--- src/rtl/timer_bus_arbiter.sv ---
// Round-robin arbiter sharing the timer configuration port among NREQ requesters.
// Define TIMER_ARB_TIMEOUT_EN to compile in the BUSY timeout abort (req_err path).
module timer_bus_arbiter #(
   parameter int NREQ    = 4,
   parameter int TIMEOUT = 16,
   parameter int GW      = $clog2(NREQ)
) (
   input  logic                 clk,
   input  logic                 rst,
   input  logic [NREQ-1:0]      req_valid,
   input  logic [4*NREQ-1:0]    req_strb,
   input  logic [3*NREQ-1:0]    req_addr,
   input  logic [32*NREQ-1:0]   req_data,
   output logic [NREQ-1:0]      req_ready,
   output logic [NREQ-1:0]      req_err,
   output logic                 m_valid,
   output logic [3:0]           m_strb,
   output logic [2:0]           m_addr,
   output logic [31:0]          m_data,
   input  logic                 m_ready,
   output logic [GW-1:0]        grant_id
);

   // A misconfigured instance never grants, so it can never drive the timer port.
   localparam bit CFG_OK = (NREQ >= 2) && (NREQ <= 8) && (TIMEOUT >= 2);

   typedef enum logic [1:0] {
      ST_IDLE = 2'd0,
      ST_BUSY = 2'd1,
      ST_DONE = 2'd2
   } state_t;

   state_t            state_r;
   logic              m_valid_r;
   logic [3:0]        m_strb_r;
   logic [2:0]        m_addr_r;
   logic [31:0]       m_data_r;
   logic [NREQ-1:0]   req_ready_r;
   logic [GW-1:0]     grant_id_r;
   logic [GW-1:0]     last_grant_r;

`ifdef TIMER_ARB_TIMEOUT_EN
   localparam int             CW       = $clog2(TIMEOUT + 1);
   localparam logic [CW-1:0]  TMO_LAST = CW'(TIMEOUT - 1);
   localparam logic [CW-1:0]  TMO_MAX  = CW'(TIMEOUT);

   logic [NREQ-1:0]   req_err_r;
   logic [CW-1:0]     tmo_cnt_r;
`endif

   logic              win_found_s;
   logic              cand_hit_s;
   logic              grant_ok_s;
   logic [GW-1:0]     cand_idx_s;
   logic [GW-1:0]     win_idx_s;
   logic [3:0]        win_strb_s;
   logic [2:0]        win_addr_s;
   logic [31:0]       win_data_s;

   function automatic logic [NREQ-1:0] onehot(input logic [GW-1:0] idx);
      logic [NREQ-1:0] vec;
      vec = '0;
      for (int i = 0; i < NREQ; i++) begin
         vec[i] = (GW'(i) == idx);
      end
      return vec;
   endfunction

   // Round-robin search starting one past the last grant, then payload select of the winner.
   always_comb begin
      win_found_s = 1'b0;
      cand_hit_s  = 1'b0;
      cand_idx_s  = '0;
      win_idx_s   = last_grant_r;
      win_strb_s  = 4'h0;
      win_addr_s  = 3'h0;
      win_data_s  = 32'h0;
      for (int k = 1; k <= NREQ; k++) begin
         cand_idx_s  = GW'((int'(last_grant_r) + k) % NREQ);
         cand_hit_s  = req_valid[cand_idx_s] & ~win_found_s;
         win_idx_s   = cand_hit_s ? cand_idx_s : win_idx_s;
         win_found_s = win_found_s | cand_hit_s;
      end
      for (int i = 0; i < NREQ; i++) begin
         win_strb_s = win_strb_s | (req_strb[4*i +: 4]  & {4{GW'(i) == win_idx_s}});
         win_addr_s = win_addr_s | (req_addr[3*i +: 3]  & {3{GW'(i) == win_idx_s}});
         win_data_s = win_data_s | (req_data[32*i +: 32] & {32{GW'(i) == win_idx_s}});
      end
      grant_ok_s = win_found_s & CFG_OK;
   end

   // Arbitration FSM; every output is a register written here.
   always_ff @(posedge clk) begin
      if (rst) begin
         state_r      <= ST_IDLE;
         m_valid_r    <= 1'b0;
         m_strb_r     <= 4'h0;
         m_addr_r     <= 3'h0;
         m_data_r     <= 32'h0;
         req_ready_r  <= '0;
         grant_id_r   <= '0;
         last_grant_r <= GW'(NREQ - 1);
`ifdef TIMER_ARB_TIMEOUT_EN
         req_err_r    <= '0;
         tmo_cnt_r    <= '0;
`endif
      end else begin
         req_ready_r <= '0;
`ifdef TIMER_ARB_TIMEOUT_EN
         req_err_r   <= '0;
`endif
         case (state_r)
            ST_IDLE: begin
               if (grant_ok_s) begin
                  m_valid_r    <= 1'b1;
                  m_strb_r     <= win_strb_s;
                  m_addr_r     <= win_addr_s;
                  m_data_r     <= win_data_s;
                  grant_id_r   <= win_idx_s;
                  last_grant_r <= win_idx_s;
`ifdef TIMER_ARB_TIMEOUT_EN
                  tmo_cnt_r    <= '0;
`endif
                  state_r      <= ST_BUSY;
               end else begin
                  m_valid_r    <= 1'b0;
                  state_r      <= ST_IDLE;
               end
            end
            ST_BUSY: begin
               if (m_ready) begin
                  m_valid_r   <= 1'b0;
                  req_ready_r <= onehot(grant_id_r);
                  state_r     <= ST_DONE;
               end
`ifdef TIMER_ARB_TIMEOUT_EN
               // tmo_cnt_r counts BUSY cycles already spent without an acknowledge.
               else if (tmo_cnt_r >= TMO_LAST) begin
                  m_valid_r <= 1'b0;
                  req_err_r <= onehot(grant_id_r);
                  state_r   <= ST_DONE;
               end else begin
                  tmo_cnt_r <= (tmo_cnt_r == TMO_MAX) ? tmo_cnt_r : tmo_cnt_r + CW'(1);
                  state_r   <= ST_BUSY;
               end
`else
               else begin
                  state_r <= ST_BUSY;
               end
`endif
            end
            ST_DONE: begin
               m_valid_r <= 1'b0;
               state_r   <= ST_IDLE;
            end
            default: begin
               m_valid_r <= 1'b0;
               state_r   <= ST_IDLE;
            end
         endcase
      end
   end

   assign m_valid   = m_valid_r;
   assign m_strb    = m_strb_r;
   assign m_addr    = m_addr_r;
   assign m_data    = m_data_r;
   assign req_ready = req_ready_r;
   assign grant_id  = grant_id_r;
`ifdef TIMER_ARB_TIMEOUT_EN
   assign req_err   = req_err_r;
`else
   assign req_err   = '0;
`endif

endmodule

--- config.mk ---
export PLATFORM = sky130hd
export DESIGN_NAME = timer_bus_arbiter
export DESIGN_NICKNAME = d
export VERILOG_FILES = /design/src/rtl/timer_bus_arbiter.sv
export SDC_FILE = /design/constraint.sdc
export NUM_CORES = 1
export LEC_CHECK = 0
export BUFFER_PORTS_ARGS = -buffer_cell sky130_fd_sc_hd__buf_2
export CORE_MARGIN = 3
export CORE_UTILIZATION = 45
export DETAILED_ROUTE_END_ITERATION = 16
export HOLD_SLACK_MARGIN = 0.06
export PLACE_DENSITY = 0.93
export SLEW_MARGIN = 20
export SYNTH_ARGS = -nofsm -noshare
export SYNTH_HDL_FRONTEND = slang
export SYNTH_SLANG_ARGS = --single-unit
--- constraint.sdc ---
create_clock -name clk -period 2.1 [get_ports clk]
set_input_delay 0.21 -clock clk [delete_from_list [all_inputs] [get_ports clk]]
set_output_delay 0.21 -clock clk [all_outputs]
set_load 0.02 [all_outputs]
==> summary.md <==
| Metric | Value |
|---|---|
| Vert. Die Dim | `96.8 um` |
| TNS Setup | `0 ns` |
| First DRT Iteration DRCs | `169` |
| Starting Density | `0.471` |
| Unrepaired setup endpoints after global routing | `no` |
| FF-to-FF Start | `last_grant_r[0]` |
| GRT Total Usage | `0.250` |
| Placed insts | `761` |
| Max-slew violations | `0` |
| Clock skew | `0.00926 ns` |
| # rows | `32` |
| Layout area overhead | `31.6%` |
| DP Worst Slack | `0.111 ns` |
| Reg2reg end | `m_data[6]` |
| Max-Slew Margin vs Limit | `0.394` |
| Post-DP HPWL | `9480 um` |
| Hold Fails Final Rpt | `0` |
| Post-CTS Hold Buffers | `0` |
| LEAKAGE | `2.58 nW` |
| Die Width | `96.8 um` |
| Gpl congestion | `0.823` |
| Fin crit period | `1.97 ns` |
| Min-delay worst type | `input pin to register` |
| Antenna Violating Nets Remaining | `0` |
| IO Count | `213` |
| Commonest cells post-synth | `nand2_1 (77), dfxtp_1 (50), inv_1 (41)` |
| Most common cell in the netlist | `nand2_1` |
| Cell Area, Synth | `3710 sq um` |
| Fin crit share | `0.936` |
| Max Cap Viol | `0` |
| # DRC | `0` |
| Seq/Total Area, Yosys | `0.270` |
| Dominant cell type by area after synthesis | `dfxtp_1` |
| Root buffer cell | `clkbuf_8` |
| Synth Instances | `474` |
| Total CTS buffers | `5` |
| Yosys Warn Count | `0` |
| WL/cell | `16.2 um` |
| Predominant post-synthesis flop cell | `dfxtp_1` |
| Num Clock Sinks | `50` |
| Largest net degree at the start of global routing | `32` |
| Core area | `7890 sq um` |
| EDFF count, synth | `0` |
| Full die area | `9380 sq um` |
| Worst EP required | `2.35 ns` |
| Async SR Flop Fraction | `0` |
| Clock Tree Buf Depth | `2` |
| WP buf/inv | `0` |
| H-tree levels | `2` |
| Top cell family by delay on the critical path | `simple AND/OR/NAND/NOR gates` |
| Final worst setup slack | `0.134 ns` |
| Hold path depth | `2` |
| Finish-stage setup viols | `0` |
| CP peak stage delay | `0.59 ns` |
| Worst reg2reg setup slack | `0.13 ns` |
| DRT Wirelength | `12500 um` |
| Share of cells above drive strength 1 | `0.372` |
| Vias | `4414` |
| Count of cell types in the netlist | `40` |
| First-pass GRT wire length | `19800 um` |
| Via density | `5.74` |
| Number of port buffers | `208` |
| Power Dens Cells | `732 nW/um^2` |
| Max Fclk | `509 MHz` |
| Startpoint Class | `register` |
| Congestion Overflow GR | `0` |
| Hold path endpoint | `state_r[0]` |
| TritonCTS clock tree | `built` |
| Measured slew at the worst slew-check pin | `0.905 ns` |
| # Post-CTS Setup Buffers | `0` |
| Fillers | `669` |
| Status | `complete, no violations` |
| Max IR drop VDD | `0.338 mV` |
| Hold path start | `m_ready` |
| Nets | `829` |
| Classification of the worst setup path | `register to register` |
| Clock Pin Slew Worst Setup and Hold Paths | `0.12 ns` |
| Critical path endpoint category | `register` |
| Antenna violations before repair | `0` |
| Yosys top cell area share | `0.270` |
| Worst Path Max Fanout | `11` |
| CP max-delay cell | `nor2_1` |
| Fin util | `0.620` |
| Worst path arrival time | `2.22 ns` |
| Reg2Reg Depth | `5` |
| Clk_lat worst skew | `0.32 ns` |
| Syn avg cell area | `7.83 sq um` |
| N_diodes | `0` |
| Non-filler cells, final | `769` |
| Post-cts sizing count | `0` |
| Synth area leaders | `dfxtp_1 (27%), mux2i_1 (11%), nand2_1 (7.8%), a211o_1 (6.6%), a2bb2oi_1 (5.9%)` |
| CP cell instances | `nand2b_1, o311a_1, nor2_1, a221o_1, o2bb2ai_1` |
| DRT Pass-1 Iters | `5` |
| FF+latch count, synth | `50` |
| Vias in the first global route | `4379` |
-- report_power, final --
| part | total [mW] | switching [mW] | internal, mW | leakage [nW] |
|---|---|---|---|---|
| combinational | 1.71 | 0.991 | 0.721 | 2.11 |
| clock | 0.629 | 0.382 | 0.247 | 0.0491 |
| sequential | 1.24 | 0.102 | 1.13 | 0.417 |
| total | 3.58 | 1.48 | 2.10 | 2.58 |
-- logic make-up (layout without fill, tap and decap cells) --
| group | Yosys count | after routing | share of synthesized area |
|---|---|---|---|
| buffers and inverters | 87 | 277 | 0.118 |
| other | 1 | 4 | 0.00101 |
| and+or+nand+nor | 134 | 134 | 0.174 |
| DFF | 50 | 50 | 0.270 |
| muxes | 39 | 39 | 0.105 |
| AOI/OAI and AO/OA | 163 | 163 | 0.333 |
-- cell usage in the layout, fill, tap and decap left out, drive strengths merged, types with 15 or more instances in the layout --
| cell | Yosys | routed |
|---|---|---|
| a21oi | 15 | 15 |
| buf | 33 | 228 |
| nand2 | 77 | 77 |
| and3 | 29 | 29 |
| a2bb2oi | 28 | 28 |
| mux2i | 39 | 39 |
| o21ai | 32 | 32 |
| inv | 41 | 43 |
| dfxtp | 50 | 50 |
| a211o | 28 | 28 |
| o22ai | 28 | 28 |
-- per-layer routing --
layer	GRT usage	vias up	share of wire
li1	-	2101	-
met1	0.279	2018	0.38
met2	0.456	259	0.51
met3	0.0598	36	0.081
met4	0.0950	0	0.024
met5	0	-	0
-- final cells by class --
cell class	count	area, sq um	area share
inverter	41	154	0.0315
timing repair buffer	228	1200	0.246
clock inverter	3	26.3	0.00538
clock buffer	5	68.8	0.0141
tap	102	128	0.0261
sequential	50	1000	0.205
multi-input combinational	340	2310	0.472
-- through the flow --
stage | hold WS [ns] | cell area (sq um) | total power [mW]
after floorplan | 0.323 | 3720 | 2.42
after global placement | 0.440 | 4790 | 2.89
after detailed placement | 0.458 | 4790 | 2.96
after CTS | 0.110 | 4890 | 3.59
after global routing | 0.124 | 4890 | 3.80
final | 0.124 | 4890 | 3.58
-- registers in the layout, summed over array words and instances, names as in the netlist --
register      cells
m_data           32
m_strb            4
req_ready         4
m_addr            3
grant_id          2
last_grant_r      2
state_r           2
m_valid           1
-- how the worst max path moves through the flow --
stage                     from          to  slack, ns  cells past startpoint
6_report       last_grant_r[0]   m_data[6]       0.13                      5
5_1_grt        last_grant_r[1]   m_addr[2]     0.0001                      6
4_1_cts        last_grant_r[0]   m_strb[3]       0.13                      5
3_5_place_dp      req_valid[2]   m_strb[3]       0.11                      6
3_3_place_gp      req_valid[2]  m_data[14]       0.21                      7
2_1_floorplan  last_grant_r[0]   m_addr[2]       0.49                      8
Note: power is estimated with default switching activity, not from simulation.
